**config.mk**
```make
export PLATFORM = sky130hd
export DESIGN_NAME = rst_sequencer
export DESIGN_NICKNAME = d
export VERILOG_FILES = /design/src/rtl/rst_seq_pkg.sv /design/src/rtl/rst_seq_timer.sv /design/src/rtl/rst_sequencer.sv
export SDC_FILE = /design/constraint.sdc
export NUM_CORES = 1
export LEC_CHECK = 0
export CORE_ASPECT_RATIO = 1.25
export CORE_MARGIN = 10
export CORE_UTILIZATION = 45
export CTS_BUF_LIST = sky130_fd_sc_hd__clkbuf_4 sky130_fd_sc_hd__clkbuf_8
export DETAILED_ROUTE_END_ITERATION = 6
export DONT_BUFFER_PORTS = 1
export SLEW_MARGIN = 30
export SYNTH_ARGS = -nofsm -noshare
export SYNTH_HDL_FRONTEND = slang
export SYNTH_SLANG_ARGS = --single-unit
```
**constraint.sdc**
```tcl
create_clock -name clk -period 3.4 [get_ports clk]
set_clock_uncertainty 0.15 [all_clocks]
set_input_delay 0.85 -clock clk [delete_from_list [all_inputs] [get_ports clk]]
set_output_delay 0.85 -clock clk [all_outputs]
set_load 0.01 [all_outputs]
```
**src/rtl/rst_seq_pkg.sv**
```systemverilog
// Shared definitions for the staged reset sequencer: bus encoding, register
// addresses, CAUSE bit positions and FSM state encodings.
package rst_seq_pkg;

  localparam int BUS_WIDTH     = 16;
  localparam int BUS_ACC_WIDTH = 2;
  localparam logic [BUS_ACC_WIDTH-1:0] BUS_ACC_1B = 2'd0;
  localparam logic [BUS_ACC_WIDTH-1:0] BUS_ACC_2B = 2'd1;

  localparam logic [1:0] RST_SEQ_CTRL  = 2'd0;
  localparam logic [1:0] RST_SEQ_HOLD  = 2'd1;
  localparam logic [1:0] RST_SEQ_GAP   = 2'd2;
  localparam logic [1:0] RST_SEQ_CAUSE = 2'd3;

  localparam int CAUSE_EXT = 0;
  localparam int CAUSE_WDT = 1;
  localparam int CAUSE_SW  = 2;

  typedef enum logic [1:0] {
    ST_IDLE    = 2'd0,
    ST_ASSERT  = 2'd1,
    ST_RELEASE = 2'd2
  } seq_state_t;

endpackage

```
**src/rtl/rst_seq_timer.sv**
```systemverilog
// Loadable down-counter for hold/gap intervals; done flags the last cycle
// of an interval (count == 1) and the count never drops below 1.
module rst_seq_timer #(
  parameter int WIDTH = 8,
  parameter logic [WIDTH-1:0] RST_VALUE = WIDTH'(1)
) (
  input  logic             clk,
  input  logic             rst,
  input  logic             load,
  input  logic [WIDTH-1:0] value,
  input  logic             tick,
  output logic             done
);

  logic [WIDTH-1:0] cnt_reg;

  always_ff @(posedge clk) begin
    if (rst) begin
      cnt_reg <= RST_VALUE;
    end else if (load) begin
      cnt_reg <= value;
    end else if (tick && (cnt_reg > WIDTH'(1))) begin
      cnt_reg <= cnt_reg - WIDTH'(1);
    end
  end

  assign done = (cnt_reg == WIDTH'(1));

endmodule

```
**src/rtl/rst_sequencer.sv**
```systemverilog
// Staged reset sequencer: merges external, watchdog and software triggers,
// holds all stage resets low, then releases stages one by one.
module rst_sequencer
  import rst_seq_pkg::*;
#(
  parameter int STAGES       = 4,
  parameter int CNT_WIDTH    = 8,
  parameter int HOLD_DEFAULT = 16,
  parameter int GAP_DEFAULT  = 4
) (
  input  logic                     clk,
  input  logic                     rst,
  input  logic                     wdt_req,
  output logic [STAGES-1:0]        rst_ob,
  output logic                     busy,
  input  logic [1:0]               addr,
  input  logic                     w_rb,
  input  logic [BUS_ACC_WIDTH-1:0] acc,
  output logic [BUS_WIDTH-1:0]     rdata,
  input  logic [BUS_WIDTH-1:0]     wdata,
  input  logic                     req,
  output logic                     resp,
  output logic                     fault
);

  localparam int STAGE_W = $clog2(STAGES + 1);
  localparam logic [CNT_WIDTH-1:0] HOLD_RST = CNT_WIDTH'(HOLD_DEFAULT);
  localparam logic [CNT_WIDTH-1:0] GAP_RST  = CNT_WIDTH'(GAP_DEFAULT);
  localparam logic [CNT_WIDTH-1:0] HOLD_RST_EFF = (HOLD_DEFAULT == 0) ? CNT_WIDTH'(1) : HOLD_RST;
  localparam logic [BUS_WIDTH-1:0] CNT_MAX = BUS_WIDTH'((2 ** CNT_WIDTH) - 1);

  // A programmed zero still means one cycle.
  function automatic logic [CNT_WIDTH-1:0] at_least_one(input logic [CNT_WIDTH-1:0] v);
    return (v == '0) ? CNT_WIDTH'(1) : v;
  endfunction

  logic [CNT_WIDTH-1:0] hold_reg;
  logic [CNT_WIDTH-1:0] gap_reg;
  logic [2:0]           cause_reg;
  logic                 resp_reg;
  logic [BUS_WIDTH-1:0] rdata_reg;

  logic invalid;
  logic valid;
  logic sw_trig;
  logic trig;

  always_comb begin
    invalid = 1'b0;
    if (acc != BUS_ACC_1B) begin
      invalid = 1'b1;
    end else begin
      case (addr)
        RST_SEQ_CTRL:             invalid = !w_rb || (wdata != BUS_WIDTH'(1));
        RST_SEQ_HOLD, RST_SEQ_GAP: invalid = w_rb && (wdata > CNT_MAX);
        default:                  invalid = w_rb;
      endcase
    end
  end

  assign fault   = req & invalid;
  assign valid   = req & ~invalid;
  assign sw_trig = valid & w_rb & (addr == RST_SEQ_CTRL);
  assign trig    = sw_trig | wdt_req;

  always_ff @(posedge clk) begin
    if (rst) begin
      hold_reg  <= HOLD_RST;
      gap_reg   <= GAP_RST;
      cause_reg <= 3'(1 << CAUSE_EXT);
      resp_reg  <= 1'b0;
      rdata_reg <= '0;
    end else begin
      resp_reg  <= valid;
      rdata_reg <= '0;
      if (valid && !w_rb) begin
        case (addr)
          RST_SEQ_HOLD:  rdata_reg <= BUS_WIDTH'(hold_reg);
          RST_SEQ_GAP:   rdata_reg <= BUS_WIDTH'(gap_reg);
          RST_SEQ_CAUSE: rdata_reg <= BUS_WIDTH'(cause_reg);
          default:       rdata_reg <= '0;
        endcase
      end
      if (valid && w_rb && (addr == RST_SEQ_HOLD)) hold_reg <= wdata[CNT_WIDTH-1:0];
      if (valid && w_rb && (addr == RST_SEQ_GAP))  gap_reg  <= wdata[CNT_WIDTH-1:0];
      if (trig) begin
        cause_reg            <= '0;
        cause_reg[CAUSE_SW]  <= sw_trig;
        cause_reg[CAUSE_WDT] <= wdt_req;
      end
    end
  end

  assign resp  = resp_reg;
  assign rdata = rdata_reg;

  seq_state_t           state_reg;
  logic [STAGE_W-1:0]   stage_reg;
  logic [STAGES-1:0]    rst_ob_reg;
  logic                 busy_reg;
  logic                 done;
  logic                 last_stage;
  logic                 tick;
  logic                 load;
  logic [CNT_WIDTH-1:0] load_value;

  assign last_stage = (stage_reg == STAGE_W'(STAGES - 1));
  assign tick       = (state_reg != ST_IDLE);
  // Reload the gap after every release except the last; triggers reload the hold.
  assign load       = trig | (tick & done & ~last_stage);
  assign load_value = trig ? at_least_one(hold_reg) : at_least_one(gap_reg);

  rst_seq_timer #(
    .WIDTH     (CNT_WIDTH),
    .RST_VALUE (HOLD_RST_EFF)
  ) u_timer (
    .clk   (clk),
    .rst   (rst),
    .load  (load),
    .value (load_value),
    .tick  (tick),
    .done  (done)
  );

  always_ff @(posedge clk) begin
    if (rst || trig) begin
      state_reg  <= ST_ASSERT;
      stage_reg  <= '0;
      rst_ob_reg <= '0;
      busy_reg   <= 1'b1;
    end else begin
      case (state_reg)
        ST_ASSERT, ST_RELEASE: begin
          if (done) begin
            rst_ob_reg <= rst_ob_reg | (STAGES'(1) << stage_reg);
            stage_reg  <= stage_reg + STAGE_W'(1);
            if (last_stage) begin
              state_reg <= ST_IDLE;
              busy_reg  <= 1'b0;
            end else begin
              state_reg <= ST_RELEASE;
            end
          end
        end
        default: begin
          rst_ob_reg <= '1;
          busy_reg   <= 1'b0;
        end
      endcase
    end
  end

  assign rst_ob = rst_ob_reg;
  assign busy   = busy_reg;

endmodule

```
; Word level (Yosys, flattened, before mapping)
; Index checks and enable logic that the tools add are counted.
[op_classes]
bitwise = 12
reduce_logical = 20
mux = 14
n_eq_ne = 10
addsub = 2
shift = 1
magnitude_cmp = 2
[op_table]
columns = op, n
row1 = $mux 8, 5
row2 = $pmux 8 s3, 1
row3 = $gt 16x8->1 const B, 1
row4 = $logic_not 8->1, 2
row5 = $ne 16x1->1 const B, 1
row6 = $eq 8x1->1 const B, 1
row7 = $gt 8x1->1 const B, 1
row8 = $mux 4, 2
row9 = $sub 8x1->8 const B, 1
row10 = $and 1x1->1, 6
row11 = $eq 2x2->1 const B, 3
row12 = $logic_and 1x1->1, 6
row13 = $reduce_bool 2->1, 3
row14 = $reduce_or 2->1, 3
row15 = $eq 2x1->1 const B, 2
row16 = $mux 1, 4
row17 = $ne 2x2->1 const B, 2
row18 = $or 4x4->4, 1
row19 = $reduce_and 2->1, 2
row20 = $shl 1x3->4 const A, 1
row21 = $add 3x1->3 const B, 1
row22 = $eq 3x2->1 const B, 1
row23 = $not 1->1, 3
row24 = $logic_not 2->1, 1
row25 = other kinds (5), 7
[totals]
in_bits = 25
word_cells = 71
reg_bits = 54
output_inout_bits = 23

; Depth between registers and ports, before layout
; Gate-level depths: netlist of the first run.
[depth]
word_depth = 11
ltp_mapped = 9
depth_no_buf = 7

; By module
; From an unflattened synthesis of the first run, not the netlist that was laid out.
[hier_totals]
hier_cells = 278
area_unflattened_um2 = 2477.4
[modules_own_cells]
columns = module, instances, seq_area_each_um2, area_per_inst_um2, cells_each
row1 = rst_sequencer, 1, 760.7, 1951.9, 216
row2 = rst_seq_timer, 1, 160.2, 525.5, 62

; Least setup slack after synthesis of the first run
; No wires, ideal clock.
[synth_timing]
kind = input port to output port
startpoint = input wdata[5]
endpoint = output fault
t_arrival_ps = 2199
path_slack_ps = 201
path_stages = 5
required_ps = 2400
path_cell_list = or4b_4 > o41ai_4 > a21oi_1 > a21oi_1 > a21boi_0
[synth_between]
elab_chain_cells = 5
elab_cells_between_ends = 7
[synth_lines]
columns = element, line_no
row1 = from (decl), rst_sequencer.sv:20  ; input logic [BUS_WIDTH-1:0] wdata,
row2 = $gt 16x8->1 or $ne 16x1->1 (tied branches), "rst_sequencer.sv:55, rst_sequencer.sv:54"
row3 = $logic_and 1x1->1 or $logic_or 1x1->1 (tied branches), "rst_sequencer.sv:55, rst_sequencer.sv:54"
row4 = $pmux 1 s2 (*), rst_sequencer.sv:53  ; case (addr)
row5 = $mux 1 (*), rst_sequencer.sv:50  ; if (acc != BUS_ACC_1B) begin
row6 = $and 1x1->1 (*), rst_sequencer.sv:61  ; assign fault = req & invalid;
row7 = to (decl), rst_sequencer.sv:23  ; output logic fault
; Mark *: on every way between the ends. The rest lies on a longest branch, timed or not.

; Worst setup path in the final report of the first run
; Ends and elaborated chain as after synthesis.

==> results of run 1 <==
[synth_stat cells, types with 3 or more instances]
cell	instances
a21oi_1	13
a222oi_1	3
a22oi_1	5
a31oi_1	5
buf_4	9
clkbuf_1	8
dfxtp_1	46
ha_1	13
inv_1	15
mux2i_1	17
nand2_1	9
nand3_1	4
nand3b_1	3
nand4_1	3
nor2_1	43
nor3_1	7
o21ai_0	3
[report_power, final]
group	leakage, nW	total [mW]	switching, mW	internal [mW]
Clock	0.0483	0.338	0.193	0.145
Combinational	0.604	0.124	0.0704	0.0538
Sequential	0.373	0.562	0.0133	0.549
[final cells by class]
class                           instances  area, µm²
Multi-Input combinational cell        193       1410
Clock inverter                          3       18.8
Sequential cell                        46        921
Inverter                               15       56.3
Tap cell                               64       80.1
Fill cell                             541       2800
Timing Repair Buffer                    2       15.0
Clock buffer                            5       68.8
[logic make-up after synthesis]
group / Yosys count / synth area share, %
AOI/OAI and AO/OA: 56 / 18.1
xor gates and xnor gates: 4 / 1.42
adders and majority gates: 13 / 6.57
buffers and inverters: 34 / 6.87
DFF: 46 / 37.2
muxes: 18 / 7.33
other: 1 / 0.151
and+or+nand+nor: 94 / 22.3
[routing by layer]
layer  GRT usage [%]  routed length, µm
met1            13.9               2280
met3            3.00                308
met2            23.0               3020
met5               0                  0
met4            5.62                 82
[final timing paths]
kind / startpoint / to / slack [ns] / cells past startpoint
min: state_reg[0] / state_reg[0] / 0.31 / 1
max reg2reg: stage_reg[0] / u_timer.cnt_reg[3] / 1.12 / 7
min reg2reg: state_reg[0] / state_reg[0] / 0.31 / 1
max: wdata[5] / fault / 0.26 / 5
[layout by cell type, fill, tap and decap left out, types with 3 or more instances in the layout]
cell and n:
clkbuf_8 5, ha_1 13, inv_1 15, a31oi_1 5, nand3b_1 3, nand4_1 3
nand2_1 9, mux2i_1 17, a22oi_1 5, o21ai_0 3, dfxtp_1 46, a222oi_1 3
conb_1 8, nand3_1 4, a21oi_1 13, nor2_1 43, nor3_1 7
[critical path, cell delays in order]
cell	delay, ns
or4b_4	0.56
o41ai_4	0.24
a21oi_1	0.11
a21oi_1	0.19
a21boi_0	0.20
[metrics by stage]
stage	std cells	setup slack (ns)	instance area [µm²]
2_1_floorplan	273	0.201	2500
3_3_place_gp	320	0.260	2480
3_5_place_dp	320	0.247	2480
4_1_cts	328	0.244	2570
5_1_grt	328	0.179	2570
6_report	328	0.258	2570
==> metrics.md, run 1 <==
| Metric | Value |
|---|---|
| Chip Height | `103 µm` |
| Initial antenna violation count | `0` |
| Post-synth EDFFs | `0` |
| Crit-path max FO | `3` |
| Area leader, netlist | `dfxtp_1` |
| Hold_ws | `approximately 0.3 ns` |
| Worst-path clk slew | `~0.09 ns` |
| Vias post-DR | `1,841` |
| Post-Syn Instances | `266` |
| Synth cell types | `61` |
| Top cell type's share of synthesized area | `37.2%` |
| Gr usage total | `between 10% and 20%` |
| Net count, final | `301` |
| Vias in the first global route | `1,863` |
| Port Buffers | `0` |
| Register bit count reported by yosys | `46` |
| Clk buf depth | `2` |
| Peak supply drop | `249 µV` |
| Clock latency on the worst-skew pair | `approximately 0.3 ns` |
| HPWL after DPL | `4450 µm` |
| Fin crit share | `92.4%` |
| Synth warnings | `0` |
| CTS Buf Count | `5` |
| Min Tclk post-route | `3.14 ns` |
| Fmax | `approximately 0.32 GHz` |
| Post-Syn Area | `about 2500 µm²` |
| Power Density | `398 nW/µm²` |
| Max-slew headroom | `64.7%` |
| Die width | `86.3 µm` |
| Worst hold path type | `register to register` |
| CTS Sinks | `46` |
| Total Wirelength | `5690 µm` |
| Pin count of the biggest net entering global routing | `32` |
| Ys async rst share | `0%` |
| Overall power | `1.02 mW` |
| Mapped Avg Cell Area | `approximately 9.3 µm²` |
| Sequential area share after synthesis | `37.2%` |
| DRC | `0` |
| Clk root buf | `clkbuf_8` |
| First-pass GRT wire length | `9200 µm` |
| Post-route ant nets | `0` |
| RSZ-0062 raised after global routing | `false` |
| Worst EP arrival | `about 2.1 ns` |
| Initial DRC Count | `between 100 and 150` |
| First-pass DRT Iterations | `4` |
| Critical Path RT | `2.40 ns` |
| Antenna diode count | `0` |
| TritonCTS clock tree | `yes` |
| Area delta synth->final | `3.84%` |
| Layout cells sized above 1 | `about an eighth` |
| Synth Flop Type | `dfxtp_1` |
| WL/cell | `~17 µm` |
| Final TNS setup | `0 ns` |
| Initial Util | `46.1%` |
| CTS resizes | `0` |
| Outcome | `finished, final reports clean` |
| Post-CTS Hold Fix Bufs | `0` |
| Grt ovf | `0` |
| Vias per Instance | `5.61` |
| Crit path capture type | `primary output` |
| Post-CTS Setup Repair Bufs | `0` |
| Core Region | `5370 µm²` |
| I/O pins | `48` |
| Die area | `8890 µm²` |
| Max-Cap Viols | `0` |
| Count of final hold-check violations | `0` |
| Slew Viols, Final | `0` |
| Area contributors post-synth | `dfxtp_1 37%, mux2i_1 6.9%, ha_1 6.6%, nor2_1 6.5%, buf_4 2.7%` |
| Final setup violation count | `0` |
| Crit path kind | `input port to primary output` |
| Final core utilization | `47.9%` |
| Startpoint class of the critical path | `input port` |
| Static Leakage | `1.02 nW` |
| Final RePlAce weighted congestion | `0.773` |
| Row Count | `30` |
| Htree depth | `2` |
| Worst slew pin tran | `0.528 ns` |
Note: power is estimated with default switching activity, not from simulation.
==> inputs of run 2 (changes only) <==
--- a/config.mk
+++ b/config.mk
@@ -5,6 +5,7 @@
 export SDC_FILE = /design/constraint.sdc
 export NUM_CORES = 1
 export LEC_CHECK = 0
+export CAP_MARGIN = 10
 export CORE_ASPECT_RATIO = 1.25
 export CORE_MARGIN = 10
 export CORE_UTILIZATION = 45
==> results of run 2 <==
No change in the layout: final DEF, timing and power equal those of run 1.
